## config.mk

```make
export PLATFORM = sky130hd
export DESIGN_NAME = flash_burst_csr_flat
export DESIGN_NICKNAME = d
export VERILOG_FILES = /design/src/rtl/flash_burst_csr_if.sv /design/src/rtl/flash_burst_csr.sv /design/src/flat_wrapper.sv
export SDC_FILE = /design/constraint.sdc
export NUM_CORES = 1
export LEC_CHECK = 0
export ABC_CLOCK_PERIOD_IN_PS = 6100
export CAP_MARGIN = 5
export CORE_ASPECT_RATIO = 2
export CORE_MARGIN = 10
export CORE_UTILIZATION = 30
export DETAILED_ROUTE_END_ITERATION = 8
export PLACE_DENSITY_LB_ADDON = 0.15
export SLEW_MARGIN = 20
export SYNTH_ARGS = -nofsm -noshare
export SYNTH_HDL_FRONTEND = slang
export SYNTH_SLANG_ARGS = --single-unit
```

## constraint.sdc

```tcl
create_clock -name clk -period 6.1 [get_ports clk]
set_input_delay 0.61 -clock clk [delete_from_list [all_inputs] [get_ports clk]]
set_output_delay 0.61 -clock clk [all_outputs]
set_load 0.05 [all_outputs]
```

## src/rtl/flash_burst_csr_if.sv

```systemverilog
// Host CSR access bundle between the PMCI host bridge and flash_burst_csr.
interface flash_burst_csr_if;
  logic [2:0]  avmm_csr_addr;
  logic        avmm_csr_write;
  logic        avmm_csr_read;
  logic [31:0] avmm_csr_wrdata;
  logic [3:0]  avmm_csr_byteen;
  logic [31:0] avmm_csr_rddata;
  logic        avmm_csr_rddvld;
  logic        avmm_csr_waitreq;

  modport master (
    output avmm_csr_addr, avmm_csr_write, avmm_csr_read, avmm_csr_wrdata, avmm_csr_byteen,
    input  avmm_csr_rddata, avmm_csr_rddvld, avmm_csr_waitreq
  );

  modport slave (
    input  avmm_csr_addr, avmm_csr_write, avmm_csr_read, avmm_csr_wrdata, avmm_csr_byteen,
    output avmm_csr_rddata, avmm_csr_rddvld, avmm_csr_waitreq
  );
endinterface

```

## src/rtl/flash_burst_csr.sv

```systemverilog
// Host CSR block for the flash burst master: holds address/count/staging base and sequences one-hot modes.
// Read latency 1; waitreq forced high for one cycle after every accepted access; new mode only after a quiet drain.
module flash_burst_csr #(
  parameter int FLASH_ADDR_WIDTH = 28,
  parameter int FIFO_DEPTH_LOG2  = 9,
  parameter int QUIET_CYCLES     = 8
) (
  input  logic                        clk,
  input  logic                        reset,
  flash_burst_csr_if.slave            csr,
  output logic                        write_mode,
  output logic                        read_mode,
  output logic                        rsu_mode,
  output logic [FLASH_ADDR_WIDTH-1:0] flash_addr,
  output logic [FLASH_ADDR_WIDTH-1:0] stgng_area_baddr,
  output logic [FIFO_DEPTH_LOG2:0]    read_count,
  input  logic                        flash_busy,
  input  logic [FIFO_DEPTH_LOG2:0]    fifo_dcount
);

  localparam int          CW       = FIFO_DEPTH_LOG2 + 1;
  localparam logic [31:0] RC_MAX   = 32'(1) << FIFO_DEPTH_LOG2;
  localparam logic [3:0]  QLIM     = 4'(QUIET_CYCLES);
  localparam logic [2:0]  A_CTRL   = 3'd0;
  localparam logic [2:0]  A_STATUS = 3'd1;
  localparam logic [2:0]  A_FADDR  = 3'd2;
  localparam logic [2:0]  A_RCOUNT = 3'd3;
  localparam logic [2:0]  A_SBADDR = 3'd4;

  typedef enum logic [1:0] {IDLE = 2'd0, ACTIVE = 2'd1, DRAIN = 2'd2} state_t;

  state_t                      state_q, state_d;
  logic [2:0]                  mode_q, mode_d;
  logic [2:0]                  pend_req_q, pend_req_d;
  logic                        pend_vld_q, pend_vld_d;
  logic                        err_q, err_d;
  logic [3:0]                  quiet_q, quiet_d;
  logic                        waitreq_q, rddvld_q;
  logic [31:0]                 rddata_q, rd_mux;
  logic [FLASH_ADDR_WIDTH-1:0] faddr_q, sbaddr_q;
  logic [CW-1:0]               rcount_q;

  logic        wr_acc, rd_acc, ctrl_wr, ctrl_illegal, cfg_wr, cfg_ok;
  logic [2:0]  req;
  logic [31:0] faddr_mrg, sbaddr_mrg, rcount_mrg;

  function automatic logic [31:0] be_merge(input logic [31:0] old, input logic [31:0] wd,
                                           input logic [3:0] be);
    logic [31:0] r;
    for (int i = 0; i < 4; i++) r[8*i +: 8] = be[i] ? wd[8*i +: 8] : old[8*i +: 8];
    return r;
  endfunction

  assign wr_acc       = csr.avmm_csr_write & ~waitreq_q;
  assign rd_acc       = csr.avmm_csr_read & ~waitreq_q;
  assign req          = csr.avmm_csr_wrdata[2:0];
  assign ctrl_wr      = wr_acc && (csr.avmm_csr_addr == A_CTRL) && csr.avmm_csr_byteen[0];
  assign ctrl_illegal = (req & (req - 3'd1)) != 3'd0;
  assign cfg_wr       = wr_acc && (csr.avmm_csr_addr >= A_FADDR) && (csr.avmm_csr_addr <= A_SBADDR);
  assign cfg_ok       = (state_q == IDLE) && !pend_vld_q;

  assign faddr_mrg  = be_merge(32'(faddr_q), csr.avmm_csr_wrdata, csr.avmm_csr_byteen);
  assign sbaddr_mrg = be_merge(32'(sbaddr_q), csr.avmm_csr_wrdata, csr.avmm_csr_byteen);
  assign rcount_mrg = be_merge(32'(rcount_q), csr.avmm_csr_wrdata, csr.avmm_csr_byteen);

  always_ff @(posedge clk or posedge reset) begin
    if (reset) begin
      state_q    <= IDLE;
      mode_q     <= '0;
      pend_req_q <= '0;
      pend_vld_q <= 1'b0;
      err_q      <= 1'b0;
      quiet_q    <= '0;
    end else begin
      state_q    <= state_d;
      mode_q     <= mode_d;
      pend_req_q <= pend_req_d;
      pend_vld_q <= pend_vld_d;
      err_q      <= err_d;
      quiet_q    <= quiet_d;
    end
  end

  always_comb begin
    state_d    = state_q;
    mode_d     = mode_q;
    pend_req_d = pend_req_q;
    pend_vld_d = pend_vld_q;
    err_d      = err_q;
    quiet_d    = '0;

    if (ctrl_wr && ctrl_illegal) err_d = 1'b1;
    if (cfg_wr && !cfg_ok)       err_d = 1'b1;
    if (wr_acc && (csr.avmm_csr_addr == A_STATUS) && csr.avmm_csr_byteen[0] &&
        csr.avmm_csr_wrdata[2])
      err_d = 1'b0;

    case (state_q)
      IDLE: begin
        mode_d = '0;
        // A fresh request is parked for one cycle; otherwise launch what is pending.
        if (ctrl_wr && !ctrl_illegal) begin
          pend_req_d = req;
          pend_vld_d = (req != 3'd0);
        end else if (pend_vld_q) begin
          mode_d     = pend_req_q;
          pend_req_d = '0;
          pend_vld_d = 1'b0;
          state_d    = ACTIVE;
        end
      end
      ACTIVE: begin
        if (ctrl_wr && !ctrl_illegal && (req != mode_q)) begin
          mode_d     = '0;
          pend_req_d = req;
          pend_vld_d = (req != 3'd0);
          state_d    = DRAIN;
        end
      end
      DRAIN: begin
        mode_d = '0;
        if (ctrl_wr && !ctrl_illegal) begin
          pend_req_d = req;
          pend_vld_d = (req != 3'd0);
        end
        if (!flash_busy) quiet_d = (quiet_q == QLIM) ? quiet_q : quiet_q + 4'd1;
        if (quiet_q == QLIM) state_d = IDLE;
      end
      default: begin
        mode_d  = '0;
        state_d = IDLE;
      end
    endcase
  end

  always_ff @(posedge clk or posedge reset) begin
    if (reset) begin
      faddr_q  <= '0;
      sbaddr_q <= '0;
      rcount_q <= '0;
    end else if (cfg_wr && cfg_ok) begin
      case (csr.avmm_csr_addr)
        A_FADDR:  faddr_q  <= {faddr_mrg[FLASH_ADDR_WIDTH-1:2], 2'b00};
        A_SBADDR: sbaddr_q <= {sbaddr_mrg[FLASH_ADDR_WIDTH-1:2], 2'b00};
        A_RCOUNT: rcount_q <= (rcount_mrg > RC_MAX) ? RC_MAX[CW-1:0] : rcount_mrg[CW-1:0];
        default: ;
      endcase
    end
  end

  always_comb begin
    rd_mux = '0;
    case (csr.avmm_csr_addr)
      A_CTRL:   rd_mux = {22'd0, state_q, 1'b0, pend_req_q, 1'b0, mode_q};
      A_STATUS: begin
        rd_mux[16 +: CW] = fifo_dcount;
        rd_mux[2:0]      = {err_q, pend_vld_q, flash_busy};
      end
      A_FADDR:  rd_mux = 32'(faddr_q);
      A_RCOUNT: rd_mux = 32'(rcount_q);
      A_SBADDR: rd_mux = 32'(sbaddr_q);
      default:  rd_mux = '0;
    endcase
  end

  always_ff @(posedge clk or posedge reset) begin
    if (reset) begin
      waitreq_q <= 1'b1;
      rddvld_q  <= 1'b0;
      rddata_q  <= '0;
    end else begin
      waitreq_q <= wr_acc | rd_acc;
      rddvld_q  <= rd_acc;
      rddata_q  <= rd_acc ? rd_mux : 32'd0;
    end
  end

  assign csr.avmm_csr_waitreq = waitreq_q;
  assign csr.avmm_csr_rddvld  = rddvld_q;
  assign csr.avmm_csr_rddata  = rddata_q;
  assign write_mode           = mode_q[0];
  assign read_mode            = mode_q[1];
  assign rsu_mode             = mode_q[2];
  assign flash_addr           = faddr_q;
  assign stgng_area_baddr     = sbaddr_q;
  assign read_count           = rcount_q;

endmodule

```

## src/flat_wrapper.sv

```systemverilog
// flat-port wrapper written by rule: the top's interface ports become plain ports
module flash_burst_csr_flat 
#(
  parameter int FLASH_ADDR_WIDTH = 28,
  parameter int FIFO_DEPTH_LOG2  = 9,
  parameter int QUIET_CYCLES     = 8
)
  (clk, reset, write_mode, read_mode, rsu_mode, flash_addr, stgng_area_baddr, read_count, flash_busy, fifo_dcount, csr_avmm_csr_addr, csr_avmm_csr_write, csr_avmm_csr_read, csr_avmm_csr_wrdata, csr_avmm_csr_byteen, csr_avmm_csr_rddata, csr_avmm_csr_rddvld, csr_avmm_csr_waitreq);
  flash_burst_csr_if csr_i ();
  input  logic clk;
  input  logic reset;
  output logic write_mode;
  output logic read_mode;
  output logic rsu_mode;
  output logic [FLASH_ADDR_WIDTH-1:0] flash_addr;
  output logic [FLASH_ADDR_WIDTH-1:0] stgng_area_baddr;
  output logic [FIFO_DEPTH_LOG2:0] read_count;
  input  logic flash_busy;
  input  logic [FIFO_DEPTH_LOG2:0] fifo_dcount;
  input wire logic [$bits(csr_i.avmm_csr_addr)-1:0] csr_avmm_csr_addr;
  input wire logic [$bits(csr_i.avmm_csr_write)-1:0] csr_avmm_csr_write;
  input wire logic [$bits(csr_i.avmm_csr_read)-1:0] csr_avmm_csr_read;
  input wire logic [$bits(csr_i.avmm_csr_wrdata)-1:0] csr_avmm_csr_wrdata;
  input wire logic [$bits(csr_i.avmm_csr_byteen)-1:0] csr_avmm_csr_byteen;
  output wire logic [$bits(csr_i.avmm_csr_rddata)-1:0] csr_avmm_csr_rddata;
  output wire logic [$bits(csr_i.avmm_csr_rddvld)-1:0] csr_avmm_csr_rddvld;
  output wire logic [$bits(csr_i.avmm_csr_waitreq)-1:0] csr_avmm_csr_waitreq;
  assign csr_i.avmm_csr_addr = csr_avmm_csr_addr;
  assign csr_i.avmm_csr_write = csr_avmm_csr_write;
  assign csr_i.avmm_csr_read = csr_avmm_csr_read;
  assign csr_i.avmm_csr_wrdata = csr_avmm_csr_wrdata;
  assign csr_i.avmm_csr_byteen = csr_avmm_csr_byteen;
  assign csr_avmm_csr_rddata = csr_i.avmm_csr_rddata;
  assign csr_avmm_csr_rddvld = csr_i.avmm_csr_rddvld;
  assign csr_avmm_csr_waitreq = csr_i.avmm_csr_waitreq;
  flash_burst_csr #(.FLASH_ADDR_WIDTH(FLASH_ADDR_WIDTH), .FIFO_DEPTH_LOG2(FIFO_DEPTH_LOG2), .QUIET_CYCLES(QUIET_CYCLES)) u_core (.clk(clk), .reset(reset), .csr(csr_i), .write_mode(write_mode), .read_mode(read_mode), .rsu_mode(rsu_mode), .flash_addr(flash_addr), .stgng_area_baddr(stgng_area_baddr), .read_count(read_count), .flash_busy(flash_busy), .fifo_dcount(fifo_dcount));
endmodule
```

# --- After elaboration in Yosys (flattened, before gate mapping) ---
# Index checks and enable logic that the tools add are counted.
word_totals:
  regBits: 110
  latchBits: 0
  ramBits: 0
  romBits: 0
  input_bits: 54
  out_inout_bits: 103
  word_cells: 111
  n_memories: 0
classes:
  n_addsub: 2
  n_mul: 0
  div_mod_pow: 0
  order_cmp: 3
  n_eq_ne: 15
  shifts: 0
  muxes: 34
  n_bitwise: 5
  reduce_logical: 34
op_table:
  columns: ["op", "n"]
  rows:
  - ["13-bit one-hot mux with 4 select lines", 1]
  - ["32-bit by 10-bit > comparator with 1-bit output, second input constant", 1]
  - ["8-bit two-way mux", 4]
  - ["10-bit one-hot mux with 3 select lines", 1]
  - ["28-bit two-way mux", 1]
  - ["3-bit AND reduction", 9]
  - ["3-bit two-way mux", 7]
  - ["3-bit one-hot mux with 5 select lines", 1]
  - ["1-bit logical AND", 13]
  - ["4-bit two-way mux", 3]
  - ["3-bit nonzero test", 4]
  - ["10-bit two-way mux", 1]
  - ["3-bit one-hot mux with 3 select lines", 1]
  - ["2-bit two-way mux", 4]
  - ["2-bit by 1-bit != test with 1-bit output, second input constant", 4]
  - ["4-bit AND reduction", 2]
  - ["3-bit by 2-bit equality test with 1-bit output, second input constant", 2]
  - ["1-bit two-way mux", 6]
  - ["2-bit one-hot mux with 3 select lines", 1]
  - ["3-bit one-hot mux with 2 select lines", 1]
  - ["4-bit by 1-bit adder with 4-bit output, second input constant", 1]
  - ["4-bit equality test, second input constant", 1]
  - ["2-bit one-hot mux with 2 select lines", 1]
  - ["3-bit AND", 1]
  - ["other kinds (19)", 22]

# --- Depth between registers and ports, before layout ---
# Gate-level depths: netlist of the first run.
depth:
  depth_word: 8
  depth_mapped: 7
  ltp_nobuf: 7

# --- Worst setup path after synthesis of the first run ---
# Ideal clock, no wire load.
synth_timing:
  path_kind: "input port to flip-flop"
  startpoint: "in csr_avmm_csr_wrdata[2]"
  endpoint: "reg u_core.state_q[0]"
  arrival_ns: 2.305
  required_ns: 5.975
  path_slack_ns: 3.670
  cell_stages: 6
  n_path_buf: 1
  path_cell_list: "buf_2 -> maj3_1 -> nor4_4 -> a21boi_2 -> a211oi_2 -> mux2_2"
synth_between:
  elab_chain_cells: 8
  elab_cells_between_ends: 10
  cone_classes: "1 x add/sub; 3 x eq/ne; 1 x bitwise; 5 x reduce/logical"
synth_rtl:
  columns: ["item", "line_no", "rtl"]
  rows:
  - ["start, declared", "flat_wrapper.sv:23", "input wire logic [$bits(csr_i.avmm_csr_wrdata)-1:0] csr_avmm_csr_wrdata;"]
  - ["3-bit by 1-bit subtractor with 3-bit output", "flash_burst_csr.sv:58", "assign ctrl_illegal = (req & (req - 3'd1)) != 3'd0;"]
  - ["3-bit AND", "flash_burst_csr.sv:58", null]
  - ["3-bit nonzero test", "flash_burst_csr.sv:58", null]
  - ["1-bit zero test", "flash_burst_csr.sv:102, flash_burst_csr.sv:113", null]
  - ["1-bit logical AND", "flash_burst_csr.sv:102, flash_burst_csr.sv:113", null]
  - ["1-bit logical AND", "flash_burst_csr.sv:113", "if (ctrl_wr && !ctrl_illegal && (req != mode_q)) begin"]
  - ["2-bit by 1-bit != test with 1-bit output (no source line)", null, null]
  - ["4-bit AND reduction (no source line) (*)", null, null]
  - ["end signal, assigned", "flash_burst_csr.sv:75", "state_q <= state_d;"]
  - ["end, declared", "flash_burst_csr.sv:32", "state_t state_q, state_d;"]
# Every way passes the cells marked *; elsewhere a longest branch is shown, timed or not.
# A chain may end at the register's enable or synchronous reset.

# --- Worst setup path after layout of the first run ---
layout_timing:
  startpoint: "in csr_avmm_csr_addr[1]"
  endpoint: "reg u_core.sbaddr_q[10] (netlist: u_core.stgng_area_baddr[10])"
layout_between:
  elab_chain_cells: 5
  elab_cells_between_ends: 7
  cone_classes: "2 x order compare; 1 x eq/ne; 4 x reduce/logical"
layout_rtl:
  columns: ["item", "line_no", "rtl"]
  rows:
  - ["start, declared", "flat_wrapper.sv:20", "input wire logic [$bits(csr_i.avmm_csr_addr)-1:0] csr_avmm_csr_addr;"]
  - ["3-bit by 2-bit >= comparator with 1-bit output", "flash_burst_csr.sv:59", "assign cfg_wr = wr_acc && (csr.avmm_csr_addr >= A_FADDR) && (csr.avmm_csr_addr <= A_SBADDR);"]
  - ["1-bit logical AND (2 in series)", "flash_burst_csr.sv:59", null]
  - ["1-bit logical AND", "flash_burst_csr.sv:141", "end else if (cfg_wr && cfg_ok) begin"]
  - ["3-bit AND reduction (no source line) (*)", null, null]
  - ["end signal, assigned", "flash_burst_csr.sv:144", "A_SBADDR: sbaddr_q <= {sbaddr_mrg[FLASH_ADDR_WIDTH-1:2], 2'b00};"]
  - ["end, declared", "flash_burst_csr.sv:40", "logic [FLASH_ADDR_WIDTH-1:0] faddr_q, sbaddr_q;"]
# Marked as above.

==> run summary, run 1 <==
Synth Cell Area - 0.00495 mm^2
N_diodes - 0
Nature of the critical path startpoint - input pin
Skew final - 0.00971 ns
Worst-case clock buffer depth - 2
Slew at the pin with the worst max-slew slack - 0.992 ns
Slew Limit Fails - 0
First drt pass iteration count - 4
Yosys warning count - 0
Post-synthesis async set-or-reset flop share - 100%
Vias in the first global route - 4,316
Hold Violations, Final - 0
GR Overflow Total - 0
Cell variety after synth - 55
Worst path cell trace - clkdlybuf4s50_1 > nor3b_2 > buf_4 > and4b_1 > nand2_1 > mux2_2
Initial antenna violation count - 0
Mapped Cells - 426
Maximum clock frequency - 351 MHz
Nets@finish - 635
Num CTS Buffers - 9
Total number of vias - 3,864
Post-cts resize count - 0
Prevailing post-synth register cell - dfrtp_1
HP Class - register to register
P&R area growth vs syn - 39.9%
#FFs+latches synth - 106
Ports - 157
GRT Total Usage - 14.5%
Rows - 66
Crit. End Element - register
Post-synth EDFFs - 0
GP Congestion - 0.822
Placed cell areas - 0.00665 mm^2
Worst hold slack - 0.532 ns
Final setup violation count - 0
Die X - 111 um
Initial Util - 30.4%
Worst vdd ir - 0.164 mV
Largest net degree at the start of global routing - 65
RSZ-0062 raised after global routing - no
CP max stage cell - clkdlybuf4s50_1
Clock root cell - clkbuf_16
Leakage power - 2.99 nW
Critical path type - input pin to register
Top cells by area, synth - dfrtp_1, mux2_2, nor2_1
DRC - 0
Via-per-instance ratio - 4.93
Clk_lat worst skew - 0.35 ns
WL/cell - 21.3 um
Port Buffers - 148
Core ar. - 0.0163 mm^2
Min Tclk post-route - 2.85 ns
Htree depth - 3
WP data arrival - 3.08 ns
CP required - 6.33 ns
CTS Sinks - 106
Status - complete, no violations
Dpl cells - 767
Area leader, netlist - dfrtp_1
Period utilization - 46.8%
DRT antenna net count - 0
Max Fanout on Critical Path - 20
Cell Pwr Density - 388 mW/mm^2
Die Height - 202 um
Mean area per synthesized cell - 11.6 um^2
Area fraction of the dominant cell type after synthesis - 53.1%
Routed Wire Length - 16.7 mm
Sum Neg Setup Slack - 0 ns
Die area - 0.0223 mm^2
Starting DRT DRC Count - 183
Hold_buf cts - 0
Max cap viols - 0
Layout cells sized above 1 - 16.8%
Dpl hpwl - 13.1 mm
Slew margin rel. - 33.7%
First-pass GRT wire length - 25.6 mm
Final standard cell area without fillers - 0.00692 mm^2
Reg2reg setup slack - 3.65 ns
Post-CTS setup buffer count - 0
Sequential area share after synthesis - 53.6%
Finished Layout Cells - 783
Crit-path max cell delay - 0.83 ns
Commonest cells in the netlist - dfrtp_1, mux2_2, nor2_1
CTS tree - yes
Reg clk slew, reported paths - 0.07 ns
Top-count cell post-synth - dfrtp_1
## cell usage in the layout (no fill, tap or decap), types with 7 or more instances in the layout
master and n:
ha_1 7, clkbuf_16 9, mux2_2 61, a22oi_1 20, conb_1 8, mux2i_1 11, dfrtp_1 105, nor2b_1 7
a21oi_1 20, nand2_1 22, inv_1 10, nor2_1 52, clkdlybuf4s50_1 148, buf_4 7, nand3_1 7
## stage by stage
| step | worst slack, ns | util, % | total power, mW |
|---|---|---|---|
| 2_1_floorplan | 2.70 | - | 1.73 |
| 3_3_place_gp | 2.91 | 40.9 | 2.16 |
| 3_5_place_dp | 2.86 | 40.9 | 2.17 |
| 4_1_cts | 3.23 | 42.6 | 2.73 |
| 5_1_grt | 3.07 | 42.6 | 2.82 |
| 6_report | 3.25 | 42.6 | 2.69 |
## worst paths after layout
path	depth (start not counted)	startpoint	endpoint
setup / recovery	6	csr_avmm_csr_addr[1]	u_core.stgng_area_baddr[10]
hold / removal	1	u_core.csr.avmm_csr_waitreq	u_core.csr.avmm_csr_waitreq
setup reg to reg	7	u_core.state_q[1]	u_core.read_count[4]
hold reg to reg	1	u_core.csr.avmm_csr_waitreq	u_core.csr.avmm_csr_waitreq
max in group asynchronous	3	reset	u_core.mode_q[2]
min in group asynchronous	2	reset	u_core.csr.avmm_csr_rddata[15]
## cell families (layout without fill, tap and decap cells)
| kind of cell | after synthesis | after routing | synth area share [%] |
|---|---|---|---|
| and+or+nand+nor | 119 | 119 | 12.4 |
| adders and majority gates | 8 | 8 | 1.97 |
| DFF | 106 | 106 | 53.6 |
| AOI/OAI and AO/OA | 77 | 77 | 11.3 |
| xor gates and xnor gates | 6 | 6 | 1.06 |
| muxes | 72 | 72 | 16.1 |
| other | 1 | 8 | 0.0758 |
| buffers and inverters | 37 | 183 | 3.44 |
## cell type report
| cell class | instances | area (um^2) |
|---|---|---|
| Timing Repair Buffer | 155 | 1530 |
| Tap cell | 204 | 255 |
| Inverter | 12 | 47.5 |
| Sequential cell | 106 | 2650 |
| Fill cell | 1576 | 9340 |
| Multi-Input combinational cell | 290 | 2160 |
| Clock inverter | 7 | 52.6 |
| Clock buffer | 9 | 225 |
## worst max-delay path, delay by kind of cell
kind / cells / cell delay, ns
buffers and inverters: 2 / 1.08
and+or+nand+nor: 3 / 0.99
muxes: 1 / 0.39
## where the power goes
part           internal [mW]  switching [mW]
logic                  0.433           0.718
registers              0.846           0.138
clock network          0.281           0.273
total                   1.56            1.13
## state kept, by name (all words and copies together), names as in the netlist, 2 cells and up
| register | count |
|---|---|
| u_core.state_q | 2 |
| u_core.stgng_area_baddr | 26 |
| u_core.pend_req_q | 3 |
| u_core.flash_addr | 26 |
| u_core.mode_q | 3 |
| u_core.quiet_q | 4 |
| u_core.read_count | 10 |
| u_core.csr.avmm_csr_rddata | 28 |
## per-layer routing
metal,routed length [um],vias to the layer above,GRT usage [%]
met5,0,-,0
met4,445,0,5.61
met3,815,21,3.54
met2,9350,108,28.0
met1,6080,1931,14.2
li1,-,1804,-
No activity file was read; power rests on OpenSTA's default activity.
==> inputs of run 2 (changes only) <==
Settings changed: ABC_CLOCK_PERIOD_IN_PS 6100 to 2710.
Clock period 6.1 ns to 2.71 ns, I/O delays scaled along.
==> run summary, run 2 (synthesis gave the netlist of run 1 again) <==
Htree depth - 3
Worst-case clock buffer depth - 2
Met2 Use GR - 30.3%
Worst vdd ir - 0.378 mV
Die Height - 202 um
Total power - 6.26 mW
First-pass GRT wire length - 26.8 mm
Layout cells sized above 1 - 18.9%
Rows - 66
Via-per-instance ratio - 5.00
Most frequent cells in the layout - clkdlybuf4s50_1, dfrtp_1, mux2_2
Final setup violation count - 0
WP data arrival - 2.71 ns
Min Tclk post-route - 2.41 ns
CTS Sinks - 106
HP Class - input pin to asynchronous set/reset pin
Largest net degree at the start of global routing - 56
Starting DRT DRC Count - 163
Reg area - 0.00265 mm^2
Sum Neg Setup Slack - 0 ns
Critical path type - register to register
Skew final - 0.0103 ns
Total number of vias - 3,992
Max cap viols - 0
Hold Violations, Final - 0
Slew at the pin with the worst max-slew slack - 0.993 ns
Port Buffers - 148
Initial antenna violation count - 0
Nets@finish - 650
DRC - 0
Die X - 111 um
Dpl ws - 0.0229 ns
Ports - 157
CTS tree - yes
WL/cell - 21.8 um
Post-cts resize count - 0
CP required - 3.01 ns
Crit-path max cell delay - 0.53 ns
Commonest non-fill, non-tap cell in the layout - clkdlybuf4s50_1
GR Overflow Total - 0
Reg clk slew, reported paths - 0.08 ns
Initial Util - 30.4%
Slew margin rel. - 33.7%
Die area - 0.0223 mm^2
P&R area growth vs syn - 43.5%
First drt pass iteration count - 6
RSZ-0062 raised after global routing - no
Cell Pwr Density - 882 mW/mm^2
Switching pwr - 2.55 mW
Status - complete, no violations
Seq pwr share - 35.3%
Crit path buf inv count - 1
Clk_lat worst skew - 0.35 ns
Crit. End Element - register
Combinational share of power - 41.9%
Leakage power - 3.09 nW
Internal power - 3.71 mW
Min setup slack post-route - 0.300 ns
Fill cells - 1,559
Final standard cell area without fillers - 0.00710 mm^2
CP delay by family, top - simple AND/OR/NAND/NOR gates
GR peak layer - met2
Nature of the critical path startpoint - register
Grt met1 use - 14.6%
Area of the multi-input gates - 0.00216 mm^2
Slew Limit Fails - 0
Clock root cell - clkbuf_16
Max reg flops - 28
Placed cell areas - 0.00677 mm^2
Core ar. - 0.0163 mm^2
Worst path cell trace - inv_1 > ha_1 > nand2b_1 > nor3_4 > or4b_4 > nor3b_4 > a22o_1
Sw Share - 40.7%
Dpl hpwl - 13.9 mm
GP Congestion - 0.805
N_diodes - 0
Post-CTS setup buffer count - 0
Num CTS Buffers - 9
CP max stage cell - or4b_4
Maximum clock frequency - 415 MHz
Routed Wire Length - 17.4 mm
Met3 usage in global routing - 3.43%
Max Fanout on Critical Path - 6
Vias in the first global route - 4,339
DRT antenna net count - 0
Worst hold slack - 0.368 ns
Hold_buf cts - 0
Clock power frac - 22.8%
GRT Total Usage - 15.4%
Period utilization - 88.9%
==> run 2: path summary, 6_finish.rpt <==
check                                             from                           to  slack (ns)  cells after the start
min reg2reg                u_core.csr.avmm_csr_waitreq  u_core.csr.avmm_csr_waitreq        0.52                      1
min in group clk                     csr_avmm_csr_read  u_core.csr.avmm_csr_waitreq        0.50                      3
min                                              reset  u_core.stgng_area_baddr[11]        0.37                      2
max reg2reg                          u_core.state_q[0]         u_core.read_count[6]        0.30                      7
max in group asynchronous                        reset  u_core.csr.avmm_csr_waitreq        1.59                      3
max                                  u_core.state_q[0]         u_core.read_count[6]        0.30                      7
==> run 2: layout make-up <==
type | instances | share of cell area (%)
Clock inverter | 7 | 1.44
Sequential cell | 106 | 37.4
Multi-Input combinational cell | 290 | 30.4
Timing Repair Buffer | 170 | 23.4
Clock buffer | 9 | 3.17
Tap cell | 204 | 3.59
Inverter | 12 | 0.687
==> run 2: worst reg2reg max path: cells and delay by family, from the launching register on <==
kind | cells | cell delay, ns
AOI/OAI and AO/OA | 1 | 0.18
DFF | 1 | 0.46
adders and majority gates | 1 | 0.26
and+or+nand+nor | 4 | 1.34
buffers and inverters | 1 | 0.11
==> run 2: power by group through the flow <==
stage	Clock, mW	Sequential, mW	Combinational [mW]
5_1_grt	1.54	2.26	2.76
6_report	1.43	2.21	2.62
3_5_place_dp	0	2.24	2.65
4_1_cts	1.48	2.21	2.66
2_1_floorplan	0	3.11	0.779
3_3_place_gp	0	2.24	2.62
==> run 2: routing by layer <==
layer | vias to the layer above | wire (um)
li1 | 1836 | -
met1 | 2010 | 6060
met2 | 123 | 10100
met3 | 23 | 757
met4 | 0 | 476
met5 | - | 0
==> run 2: metrics by stage <==
| step | cells | util, % |
|---|---|---|
| 2_1_floorplan | 433 | - |
| 3_3_place_gp | 782 | 41.6 |
| 3_5_place_dp | 782 | 41.6 |
| 4_1_cts | 798 | 43.6 |
| 5_1_grt | 798 | 43.6 |
| 6_report | 798 | 43.6 |
